**config.mk**
```make
export PLATFORM = sky130hd
export DESIGN_NAME = map_switch_ctrl
export DESIGN_NICKNAME = d
export VERILOG_FILES = /design/src/rtl/map_switch_ctrl.sv
export SDC_FILE = /design/constraint.sdc
export NUM_CORES = 1
export LEC_CHECK = 0
export ABC_AREA = 1
export CAP_MARGIN = 40
export CORE_MARGIN = 5
export CORE_UTILIZATION = 35
export DETAILED_ROUTE_END_ITERATION = 12
export GPL_ROUTABILITY_DRIVEN = 0
export GPL_TIMING_DRIVEN = 0
export PLACE_DENSITY_LB_ADDON = 0.05
export SLEW_MARGIN = 15
export SYNTH_ARGS = -nofsm -noshare
export SYNTH_HDL_FRONTEND = slang
export SYNTH_SLANG_ARGS = --single-unit
```
**constraint.sdc**
```tcl
create_clock -name clk -period 4.35 [get_ports clk]
set_input_delay 0.87 -clock clk [delete_from_list [all_inputs] [get_ports clk]]
set_output_delay 0.87 -clock clk [all_outputs]
set_load 0.005 [all_outputs]
```
**src/rtl/map_switch_ctrl.sv**
```systemverilog
// map_switch_ctrl: mapper-selection controller for map_mux generation 2.
// Synchronises a toggle req/ack handshake from the MCU. Switches the active mapper only
// after the CPU bus has been idle for a while, and keeps all mappers in reset across the change.
// The slot select, args, PRG mask and CHR base are registered outputs.
// Optional feature: define MAP_SWITCH_WDT_EN to bound the quiesce wait with a watchdog.
module map_switch_ctrl #(
  parameter int MAP_CNT     = 32,
  parameter int SEL_BITS    = 5,
  parameter int ARG_BITS    = 7,
  parameter int ADDR_BITS   = 23,
  parameter int IDLE_CYCLES = 4,
  parameter int HOLD_CYCLES = 16,
  parameter int WDT_CYCLES  = 65535
) (
  input  logic                 clk,
  input  logic                 reset,
  input  logic [23:0]          map_ctrl,
  input  logic                 map_ctrl_req,
  output logic                 map_ctrl_ack,
  input  logic                 m2,
  output logic [SEL_BITS-1:0]  select,
  output logic [ARG_BITS-1:0]  map_args,
  output logic [MAP_CNT-1:0]   map_reset,
  output logic [ADDR_BITS-1:0] prg_mask,
  output logic [ADDR_BITS-1:0] chr_base,
  output logic                 busy,
  output logic                 err
);

  localparam int IDLE_W = $clog2(IDLE_CYCLES + 1);
  localparam int HOLD_W = $clog2(HOLD_CYCLES + 1);
  localparam int OFF_W  = 5;
  localparam logic [IDLE_W-1:0]    IDLE_LAST = IDLE_W'(IDLE_CYCLES - 1);
  localparam logic [HOLD_W-1:0]    HOLD_LAST = HOLD_W'(HOLD_CYCLES - 1);
  localparam logic [OFF_W-1:0]     OFF_MAX   = OFF_W'(ADDR_BITS - 1);
  localparam logic [ADDR_BITS-1:0] ADDR_ONE  = ADDR_BITS'(1);
  localparam logic [MAP_CNT-1:0]   SLOT_ONE  = MAP_CNT'(1);

  typedef enum logic [2:0] {
    ST_IDLE    = 3'd0,
    ST_QUIESCE = 3'd1,
    ST_HOLD    = 3'd2,
    ST_APPLY   = 3'd3,
    ST_ACK     = 3'd4
  } state_t;

  // Reset vector with only the given slot released.
  function automatic logic [MAP_CNT-1:0] slot_reset(input logic [SEL_BITS-1:0] sel);
    return ~(SLOT_ONE << sel);
  endfunction

  // CHR offsets beyond the address space fold to the top bit.
  function automatic logic [OFF_W-1:0] clamp_off(input logic [OFF_W-1:0] off);
    if (off > OFF_MAX) begin
      return OFF_MAX;
    end else begin
      return off;
    end
  endfunction

  // CHR region starts at 1 << chr_off; PRG occupies everything below it.
  function automatic logic [ADDR_BITS-1:0] base_of(input logic [OFF_W-1:0] off);
    return ADDR_ONE << clamp_off(off);
  endfunction

  state_t                state_r;
  state_t                state_nxt;
  logic                  req_meta_r;
  logic                  req_sync_r;
  logic                  m2_meta_r;
  logic                  m2_sync_r;
  logic [SEL_BITS-1:0]   shadow_sel_r;
  logic [ARG_BITS-1:0]   shadow_args_r;
  logic                  pend_req_r;
  logic [IDLE_W-1:0]     idle_cnt_r;
  logic [HOLD_W-1:0]     hold_cnt_r;
  logic                  capture_s;
  logic                  reject_s;
  logic                  wdt_fire_s;
  logic                  wdt_expired_s;
  logic                  sel_valid_s;
  logic [SEL_BITS-1:0]   sel_in_s;
  logic [ARG_BITS-1:0]   args_in_s;
  logic                  ctrl_unused_s;

  assign sel_in_s      = map_ctrl[SEL_BITS-1:0];
  assign args_in_s     = map_ctrl[SEL_BITS+ARG_BITS-1:SEL_BITS];
  assign ctrl_unused_s = ^map_ctrl[23:SEL_BITS+ARG_BITS];
  assign sel_valid_s   = (32'(sel_in_s) < 32'(MAP_CNT));

`ifdef MAP_SWITCH_WDT_EN
  localparam int WDT_W = $clog2(WDT_CYCLES + 1);
  localparam logic [WDT_W-1:0] WDT_LAST = WDT_W'(WDT_CYCLES - 1);
  logic [WDT_W-1:0] wdt_cnt_r;

  assign wdt_expired_s = (wdt_cnt_r == WDT_LAST);

  // Watchdog: counts every cycle spent in QUIESCE, regardless of bus activity.
  always_ff @(posedge clk) begin
    if (reset) begin
      wdt_cnt_r <= {WDT_W{1'b0}};
    end else if (state_r == ST_QUIESCE) begin
      wdt_cnt_r <= wdt_cnt_r + WDT_W'(1);
    end else begin
      wdt_cnt_r <= {WDT_W{1'b0}};
    end
  end
`else
  assign wdt_expired_s = 1'b0;
`endif

  // Two-flop synchronisers for the MCU request toggle and the CPU M2 strobe.
  always_ff @(posedge clk) begin
    if (reset) begin
      req_meta_r <= 1'b0;
      req_sync_r <= 1'b0;
      m2_meta_r  <= 1'b0;
      m2_sync_r  <= 1'b0;
    end else begin
      req_meta_r <= map_ctrl_req;
      req_sync_r <= req_meta_r;
      m2_meta_r  <= m2;
      m2_sync_r  <= m2_meta_r;
    end
  end

  // State register.
  always_ff @(posedge clk) begin
    if (reset) begin
      state_r <= ST_IDLE;
    end else begin
      state_r <= state_nxt;
    end
  end

  // Next-state logic and single-cycle control strobes.
  always_comb begin
    state_nxt  = state_r;
    capture_s  = 1'b0;
    reject_s   = 1'b0;
    wdt_fire_s = 1'b0;
    case (state_r)
      ST_IDLE: begin
        if (req_sync_r != map_ctrl_ack) begin
          capture_s = 1'b1;
          if (sel_valid_s) begin
            state_nxt = ST_QUIESCE;
          end else begin
            reject_s  = 1'b1;
            state_nxt = ST_ACK;
          end
        end else begin
          state_nxt = ST_IDLE;
        end
      end
      ST_QUIESCE: begin
        if (!m2_sync_r && (idle_cnt_r == IDLE_LAST)) begin
          state_nxt = ST_HOLD;
        end else if (wdt_expired_s) begin
          wdt_fire_s = 1'b1;
          state_nxt  = ST_HOLD;
        end else begin
          state_nxt = ST_QUIESCE;
        end
      end
      ST_HOLD: begin
        if (hold_cnt_r == HOLD_LAST) begin
          state_nxt = ST_APPLY;
        end else begin
          state_nxt = ST_HOLD;
        end
      end
      ST_APPLY: state_nxt = ST_ACK;
      ST_ACK:   state_nxt = ST_IDLE;
      default:  state_nxt = ST_IDLE;
    endcase
  end

  // Bus-idle counter: consecutive QUIESCE cycles with M2 low.
  always_ff @(posedge clk) begin
    if (reset) begin
      idle_cnt_r <= {IDLE_W{1'b0}};
    end else if ((state_r == ST_QUIESCE) && !m2_sync_r) begin
      idle_cnt_r <= idle_cnt_r + IDLE_W'(1);
    end else begin
      idle_cnt_r <= {IDLE_W{1'b0}};
    end
  end

  // Hold counter: length of the all-mappers-in-reset window.
  always_ff @(posedge clk) begin
    if (reset) begin
      hold_cnt_r <= {HOLD_W{1'b0}};
    end else if (state_r == ST_HOLD) begin
      hold_cnt_r <= hold_cnt_r + HOLD_W'(1);
    end else begin
      hold_cnt_r <= {HOLD_W{1'b0}};
    end
  end

  // Shadow copy of the request, taken when IDLE accepts it.
  always_ff @(posedge clk) begin
    if (reset) begin
      shadow_sel_r  <= {SEL_BITS{1'b0}};
      shadow_args_r <= {ARG_BITS{1'b0}};
      pend_req_r    <= 1'b0;
    end else if (capture_s) begin
      shadow_sel_r  <= sel_in_s;
      shadow_args_r <= args_in_s;
      pend_req_r    <= req_sync_r;
    end else begin
      shadow_sel_r  <= shadow_sel_r;
      shadow_args_r <= shadow_args_r;
      pend_req_r    <= pend_req_r;
    end
  end

  // Registered outputs: mapper configuration, reset vector, handshake and status.
  always_ff @(posedge clk) begin
    if (reset) begin
      select       <= {SEL_BITS{1'b0}};
      map_args     <= {ARG_BITS{1'b0}};
      map_reset    <= ~SLOT_ONE;
      prg_mask     <= {ADDR_BITS{1'b0}};
      chr_base     <= ADDR_ONE;
      map_ctrl_ack <= 1'b0;
      busy         <= 1'b0;
      err          <= 1'b0;
    end else begin
      busy <= (state_nxt != ST_IDLE);
      if (state_r == ST_APPLY) begin
        // Release the new slot together with its configuration so the old slot never runs with it.
        select    <= shadow_sel_r;
        map_args  <= shadow_args_r;
        prg_mask  <= base_of(shadow_args_r[OFF_W-1:0]) - ADDR_ONE;
        chr_base  <= base_of(shadow_args_r[OFF_W-1:0]);
        map_reset <= slot_reset(shadow_sel_r);
        err       <= 1'b0;
      end else begin
        if (state_r == ST_HOLD) begin
          map_reset <= {MAP_CNT{1'b1}};
        end else begin
          map_reset <= map_reset;
        end
        if (reject_s || wdt_fire_s) begin
          err <= 1'b1;
        end else begin
          err <= err;
        end
      end
      if (state_r == ST_ACK) begin
        map_ctrl_ack <= pend_req_r;
      end else begin
        map_ctrl_ack <= map_ctrl_ack;
      end
    end
  end

endmodule

```
==> impl_metrics.toml, run 1 <==
[global_routing]
grt-busiest-layer = "met2"
grt_first_pass_wirelength_mm = 25.2
met2_usage = 0.327
grt_util_met1 = 0.237
track_usage = 0.195
grt_util_met3 = 0.0490
via_count_of_the_first_global_routing_pass = 4862
grt_max_degree = 17
grt_overflow_total = 0
number_of_antenna_violations_at_the_first_check_in_global_routing = 0

[power_and_ir_drop]
power.sequential.fraction = 0.429
design_power_total_uw = 2610
p_per_area_mw_per_mm2 = 384
switching_share = 0.232
max-vdd-ir-drop_mv = 0.196
p_clk_frac = 0.509
cellInternalPower_uw = 2000
comb_power_share = 0.061
total_net_switching_power_uw = 605
leakage_uw = 0.00265

[route]
routed_wire_length_per_instance_um = 16.4
vias = 4817
firstDrtPassIters = 6
drc = 0
detail_route.vias_per_cell = 5.08
drtAntennaViolNets = 0
route.final.wire_length_mm = 15.5
dr.first_iter.drc_count = 394

[sta]
max-slew-margin-rel = 0.561
finalHoldWorstSlack_ns = 0.406
timing_worst_slew_pin_value_ns = 0.658
timing.fmax_mhz = 408
timing.final.hold_violations = 0
layout_worst_path_cycle_share = 0.564
setup_viol_count_final = 0
drv_slew = 0
rsz0062_at_grt = "false"
finalSetupTns_ns = 0
min_period_ns = 2.45
clock-skew-final_ns = 0.00922

[cts]
worst_skew_pair.late_latency_ns = 0.42
clock_tree_from_tritoncts = "built"
clock_tree.htree_level_count = 4
cts_hold_repair.buffers = 0
clk_transition_reported_paths_ns = 0.05
clock_path_buffers = 2
cts_resized = 0
cts_buffers = 17
clkSinkCount = 120
clock_tree.root_cell = "clkbuf_16"
cts_post_setup_buffers_inserted = 0

[yosys]
yosysWarningCount = 0
syn_avg_cell_area_um2 = 7.83
syn-num-nets = 663
synth.most_common_cell = "dfxtp_1"
synth_area_leaders = "dfxtp_1 (49%), nand2_1 (7.3%), a21oi_1 (6.8%)"
synth_cells = 630
post_synth_num_cell_types = 47
asyncSetResetFlopFracSynth = 0
seq_area_frac_synth = 0.487
netlist_top_cells_count = "dfxtp_1 (120), nand2_1 (96), a21oi_1 (67)"
combined_area_of_all_synthesized_cells_mm2 = 0.00493
synth-main-ff-cell = "dfxtp_1"
yosys.area.top_type_share = 0.487
synth_largest_area_cell = "dfxtp_1"
postSynthRegisterBits = 120
synth-edff-count = 0

[setup_path]
crit_fanout = 10
reg2reg_slack_ns = 1.99
endpoint_kind = "register"
crit_required_ns = 4.71
cp_arrival_ns = 2.81
crit_type = "primary input to register"
critical_path.startpoint_type = "primary input"

[floorplan]
row_count = 43
core_mm2 = 0.0138
ioPinCount = 121
fp.dieH_um = 129
floorplan.initialDensity = 0.357
die_area_mm2 = 0.0166
dieWidth_um = 129

[finish]
final_nets = 789
seqCellArea_mm2 = 0.00240
area_growth_syn_to_layout_pct = 37.7
antenna_diode_count = 0
multiInputGateArea_mm2 = 0.00214
utilization = 0.491
fillers = 1392
layout-drive-gt1-share = 0.0884

[job]
max-cap-violations = 0

[run_status]
outcome = "complete, no violations"

[placed_design]
hpwlAfterDp_mm = 11.5
placement.io_buffers = 107

[hold_path]
min-delay-path-class = "register to register"
## final timing paths
| check | from | to | depth (start not counted) |
|---|---|---|---|
| min reg2reg | m2_meta_r | m2_sync_r | 2 |
| max | reset | prg_mask[2] | 6 |
| min | m2_meta_r | m2_sync_r | 2 |
| max reg2reg | shadow_args_r[2] | prg_mask[10] | 13 |
## critical path: stages
cell	delay, ns
clkdlybuf4s50_1	0.49
inv_1	0.12
clkbuf_1	0.47
clkbuf_1	0.54
o221ai_1	0.24
inv_1	0.08
## per-layer routing
layer	wire length (um)	share of wire
met1	6550	0.42
met2	7710	0.50
met3	889	0.057
met4	383	0.025
met5	0	0
## placed cells by master (no fill, tap or decap), types with 2 or more instances in the layout
cell             instances
o32ai_1                  7
nor3_1                   9
xor2_1                   3
or2_2                    3
a21oi_1                 67
nor4_1                   5
clkinv_2                 5
nor2_4                   4
buf_1                    4
nand2_1                 96
nor2_1                  65
nand2_2                  3
inv_2                    6
clkbuf_16               17
a211o_1                  5
o21ai_0                 61
a31oi_1                  7
nand3_2                  2
dfxtp_1                120
nand3_1                 31
clkinv_1                 2
clkbuf_8                 4
clkdlybuf4s50_1        107
clkbuf_1                29
ha_1                     5
inv_1                   48
nand4_1                 16
o22ai_1                  3
buf_6                    2
nor2_2                   3
clkinvlp_4               2
buf_2                    7
## cells by family (layout without fill, tap and decap cells)
family,count (synthesis),count (layout),synth area share
and+or+nand+nor,244,244,0.230
AOI/OAI and AO/OA,160,160,0.184
DFF,120,120,0.487
buffers and inverters,96,235,0.0786
adders and majority gates,5,5,0.0127
xor gates and xnor gates,4,4,0.00710
other,1,1,0.000760
## layout make-up
cell class,instances,area share
repair buffers,107,0.158
inverters,56,0.0310
well taps,180,0.0332
clock inverters,8,0.0103
clock buffers,24,0.0724
flip-flops and latches,120,0.354
plain buffers,40,0.0262
multi-input cells,414,0.316
## power by group through the flow
stage	logic (uW)	registers (uW)	clock network, uW
floorplan	104	1140	0
finish	160	1120	1330
detailed placement	157	1140	0
global placement	156	1140	0
global route	174	1120	1400
CTS	159	1120	1350
## registers in the layout (all words and copies together), names as in the netlist
register and cells:
m2_meta_r 1, shadow_args_r 7, shadow_sel_r 5, m2_sync_r 1, map_args 7, select 5, req_meta_r 1, map_ctrl_ack 1
chr_base 23, busy 1, map_reset 32, req_sync_r 1, state_r 3, hold_cnt_r 5, prg_mask 23, idle_cnt_r 3
pend_req_r 1
## stage by stage
step	worst slack [ns]	instance area [um^2]	cells
5_1_grt	1.77	6790	949
3_3_place_gp	1.49	6230	917
2_1_floorplan	2.40	4930	630
3_5_place_dp	1.48	6230	917
4_1_cts	1.85	6790	949
6_report	1.90	6790	949
No activity file was read; power rests on OpenSTA's default activity.
==> run 2, diff against run 1 <==
clock period = 2.25 ns   (was 4.35 ns; I/O delays follow)
==> impl_metrics.toml, run 2 (synthesized netlist as in run 1, its figures left out) <==
[run_status]
outcome = "complete, no violations"

[finish]
reg.largest.list = "map_reset x32, chr_base x23, prg_mask x23"
antenna_diode_count = 0
final_nets = 797
max_ffs_per_register = 32
layout.cells.most_common_list = "dfxtp_1 (116), clkdlybuf4s50_1 (107), nand2_1 (96), a21oi_1 (67), nor2_1 (65)"
utilization = 0.497
layout_commonest_cell = "dfxtp_1"
fillers = 1388
regMostFlops = "map_reset"
seqCellArea_mm2 = 0.00241
layout-drive-gt1-share = 0.107
final_cell_area_mm2 = 0.00687
area_growth_syn_to_layout_pct = 39.3
multiInputGateArea_mm2 = 0.00215

[job]
max-cap-violations = 0

[floorplan]
ioPinCount = 121
floorplan.initialDensity = 0.357
die_area_mm2 = 0.0166
dieWidth_um = 129
fp.dieH_um = 129
row_count = 43
core_mm2 = 0.0138

[global_routing]
track_usage = 0.195
grt_overflow_total = 0
via_count_of_the_first_global_routing_pass = 4875
grt_max_degree = 17
number_of_antenna_violations_at_the_first_check_in_global_routing = 0
grt_first_pass_wirelength_mm = 25.3

[placed_design]
placement.io_buffers = 107
hpwlAfterDp_mm = 11.5
post_dp_cell_area_mm2 = 0.00623
place_ws_ns = -0.202

[route]
firstDrtPassIters = 5
drc = 0
drtAntennaViolNets = 0
dr.first_iter.drc_count = 375
detail_route.vias_per_cell = 5.04
route.final.wire_length_mm = 15.5
routed_wire_length_per_instance_um = 16.2
vias = 4824

[sta]
postLayoutSetupSlackWorst_ns = 0.180
timing.final.hold_violations = 0
layout_worst_path_cycle_share = 0.920
timing_worst_slew_pin_value_ns = 0.659
finalSetupTns_ns = 0
max-slew-margin-rel = 0.560
setup_viol_count_final = 0
drv_slew = 0
clock-skew-final_ns = 0.00653
timing.fmax_mhz = 483
min_period_ns = 2.07

[setup_path]
endpoint_kind = "register"
critical_path.startpoint_type = "register"
crit_type = "register to register"
crit_fanout = 7
reg2reg_slack_ns = 0.18
critPathMaxStageDelay_ns = 0.34
cp_arrival_ns = 2.42
crit_required_ns = 2.60
cp_cell_sequence = "buf_6 > clkinvlp_4 > nand4_1 > or2_4 > ha_2 > nand2_1 > nor2_2 > nand2_4 > nor3_4 > nand3_1 > nand2_1 > inv_1 > nor2_1"
crit_top_cell = "nand2_1"
cp_max_stage_cell = "dfxtp_1"

[cts]
worst_skew_pair.late_latency_ns = 0.41
clock_path_buffers = 2
clock_tree.root_cell = "clkbuf_16"
cts_buffers = 17
clkSinkCount = 120
cts_hold_repair.buffers = 0
clk_transition_reported_paths_ns = 0.05
clock_tree_from_tritoncts = "built"
clock_tree.htree_level_count = 4

[hold_path]
min-delay-path-class = "register to register"

[power_and_ir_drop]
p_per_area_mw_per_mm2 = 735
max-vdd-ir-drop_mv = 0.373
leakage_uw = 0.00269
design_power_total_uw = 5050
==> run 2: changes by cell type in the layout (fill, tap and decap cells not counted), moves of 2 or more <==
cell / before / now
buf_4: 1 / 9
dfxtp_1: 120 / 116
dfxtp_2: 0 / 4
inv_1: 48 / 46
==> run 2: critical path, delay by kind of cell (launching register included) <==
kind / cells / cell delay, ns
AND/OR/NAND/NOR: 9 / 1.20
buffers and inverters: 3 / 0.27
adder cells (fa/ha/maj): 1 / 0.19
flip-flops: 1 / 0.34
==> run 2: metrics by stage <==
step,instances,hold WS [ns]
floorplan,630,0.388
global placement,917,0.398
detailed placement,917,0.401
CTS,951,0.407
global route,957,0.415
finish,957,0.407
==> run 2: layer usage <==
metal,part of all wire,vias up,GRT usage
met1,0.43,2266,0.237
met4,0.026,0,0.0821
met2,0.49,131,0.328
met3,0.050,29,0.0490
met5,0,-,0
li1,-,2398,-
==> run 2: repair_timing <==
item | CTS | global route
endpoints found under the hold margin | 0 | 0
buffers inserted | 2 | 6
pin swaps | 0 | 4
setup endpoints to repair | 5 | 11
gates resized for setup | 2 | 8
==> run 2: final cells by class <==
| type | instances | area share |
|---|---|---|
| well taps | 180 | 0.0328 |
| plain buffers | 40 | 0.0262 |
| inverters | 56 | 0.0311 |
| multi-input cells | 414 | 0.313 |
| flip-flops and latches | 120 | 0.350 |
| clock inverters | 8 | 0.0102 |
| clock buffers | 24 | 0.0715 |
| repair buffers | 115 | 0.165 |
==> run 2: power by group <==
group          switching, uW  total (uW)  internal [uW]
combinational            213         327            114
clock                    936        2560           1620
sequential              17.7        2160           2150
==> run 2: final timing paths <==
kind | from | to | cells after the start
hold / removal | m2_meta_r | m2_sync_r | 2
setup reg to reg | shadow_args_r[2] | prg_mask[18] | 13
setup / recovery | shadow_args_r[2] | prg_mask[18] | 13
hold reg to reg | m2_meta_r | m2_sync_r | 2
==> run 3, diff against run 2 <==
DONT_BUFFER_PORTS = 1   (was default)
==> impl_metrics.toml, run 3 (synthesized netlist as in run 1, its figures left out) <==
[sta]
clock-skew-final_ns = 0.0146
min_period_ns = 2.10
finalSetupTns_ns = 0
timing.final.hold_violations = 0
layout_worst_path_cycle_share = 0.933
timing.fmax_mhz = 476
setup_viol_count_final = 0
finalHoldWorstSlack_ns = 0.142
rsz0062_at_grt = "false"
timing_worst_slew_pin_value_ns = 0.648
drv_slew = 0
max-slew-margin-rel = 0.568

[global_routing]
number_of_antenna_violations_at_the_first_check_in_global_routing = 2
grt-busiest-layer = "met2"
via_count_of_the_first_global_routing_pass = 4513
grt_max_degree = 17
grt_util_met3 = 0.0739
grt_util_met1 = 0.222
track_usage = 0.193
grt_first_pass_wirelength_mm = 24.5
grt_overflow_total = 0
met2_usage = 0.319

[route]
drc = 0
routed_wire_length_per_instance_um = 18.4
vias = 4417
drtAntennaViolNets = 0
firstDrtPassIters = 4
route.final.wire_length_mm = 15.6
detail_route.vias_per_cell = 5.21
dr.first_iter.drc_count = 401

[finish]
layout.cells.most_common_list = "dfxtp_1 (117), nand2_1 (96), a21oi_1 (67), nor2_1 (65), o21ai_0 (61)"
regMostFlops = "map_reset"
utilization = 0.421
antenna_diode_count = 0
final_nets = 688
layout_commonest_cell = "dfxtp_1"
max_ffs_per_register = 32
area_growth_syn_to_layout_pct = 18.0
layout-drive-gt1-share = 0.121
final_cell_area_mm2 = 0.00582
reg.largest.list = "map_reset x32, chr_base x23, prg_mask x23"

[placed_design]
placement.io_buffers = 0
post_dp_cell_area_mm2 = 0.00516
hpwlAfterDp_mm = 11.5

[setup_path]
endpoint_kind = "register"
critical_path.startpoint_type = "register"
cp_arrival_ns = 2.41
crit_required_ns = 2.56
crit_type = "register to register"
crit_fanout = 10

[power_and_ir_drop]
p_per_area_mw_per_mm2 = 887
comb_power_share = 0.057
p_clk_frac = 0.524
max-vdd-ir-drop_mv = 0.504
switching_share = 0.226
total_net_switching_power_uw = 1170
cellInternalPower_uw = 4000
power.sequential.fraction = 0.419
leakage_uw = 0.00230

[cts]
clock_tree_from_tritoncts = "built"
cts_hold_repair.buffers = 0
worst_skew_pair.late_latency_ns = 0.42
clock_tree.htree_level_count = 4
clkSinkCount = 120
clk_transition_reported_paths_ns = 0.06
clock_path_buffers = 2
clock_tree.root_cell = "clkbuf_16"
cts_buffers = 17

[run_status]
outcome = "complete, no violations"

[hold_path]
min-delay-path-class = "primary input to register"

[floorplan]
core_mm2 = 0.0138
row_count = 43
fp.dieH_um = 129
dieWidth_um = 129
die_area_mm2 = 0.0166
ioPinCount = 121
floorplan.initialDensity = 0.357

[job]
max-cap-violations = 0
[run 3: stage by stage]
step                std cells  setup WS (ns)  power, uW
finish                    848          0.151       5160
global route              848       0.000658       5370
CTS                       843         0.0170       5220
detailed placement        810        -0.0758       2480
global placement          810        -0.0745       2480
floorplan                 630          0.301       2400
[run 3: cell type report]
class / count / area (um^2)
inverter: 56 / 219
multi-input combinational: 414 / 2150
tap: 180 / 225
clock buffer: 24 / 502
sequential: 120 / 2410
buffer: 40 / 178
timing repair buffer: 6 / 45.0
fill: 1437 / 8010
clock inverter: 8 / 92.6
[run 3: final timing paths]
kind	from	to	slack, ns	cells after the start
worst min-delay path	map_ctrl_req	req_meta_r	0.14	2
worst min register to register	m2_meta_r	m2_sync_r	0.40	2
worst max register to register	shadow_args_r[1]	prg_mask[10]	0.15	13
worst max-delay path	shadow_args_r[1]	prg_mask[10]	0.15	13
[run 3: power groups by stage]
stage / registers, uW / clock network [uW] / logic, uW
finish: 2160 / 2710 / 293
global route: 2170 / 2880 / 323
CTS: 2160 / 2770 / 285
detailed placement: 2210 / 0 / 277
global placement: 2210 / 0 / 276
floorplan: 2200 / 0 / 200
[run 3: worst max-delay path: stages, from the launching register on]
cell and delay (ns):
dfxtp_1 0.38, inv_4 0.14, nand4_1 0.15, or2_2 0.34, ha_2 0.20, nand2_1 0.10, nor2_2 0.06, nand2_4 0.12
nor2_4 0.07, buf_4 0.13, a21oi_1 0.10, o21ai_0 0.10, nand2_1 0.07, inv_1 0.03
[run 3: metal layers]
| metal | routed length [um] | vias to the layer above |
|---|---|---|
| met4 | 267 | 4 |
| met1 | 6420 | 2082 |
| met5 | 31 | - |
| met3 | 1100 | 26 |
| met2 | 7750 | 124 |
| li1 | - | 2181 |
[run 3: repair_timing]
| action | in CTS | in global routing |
|---|---|---|
| resized for setup | 3 | 7 |
| setup endpoints to repair | 4 | 15 |
| buffers inserted | 1 | 5 |
| pin swaps | 1 | 4 |
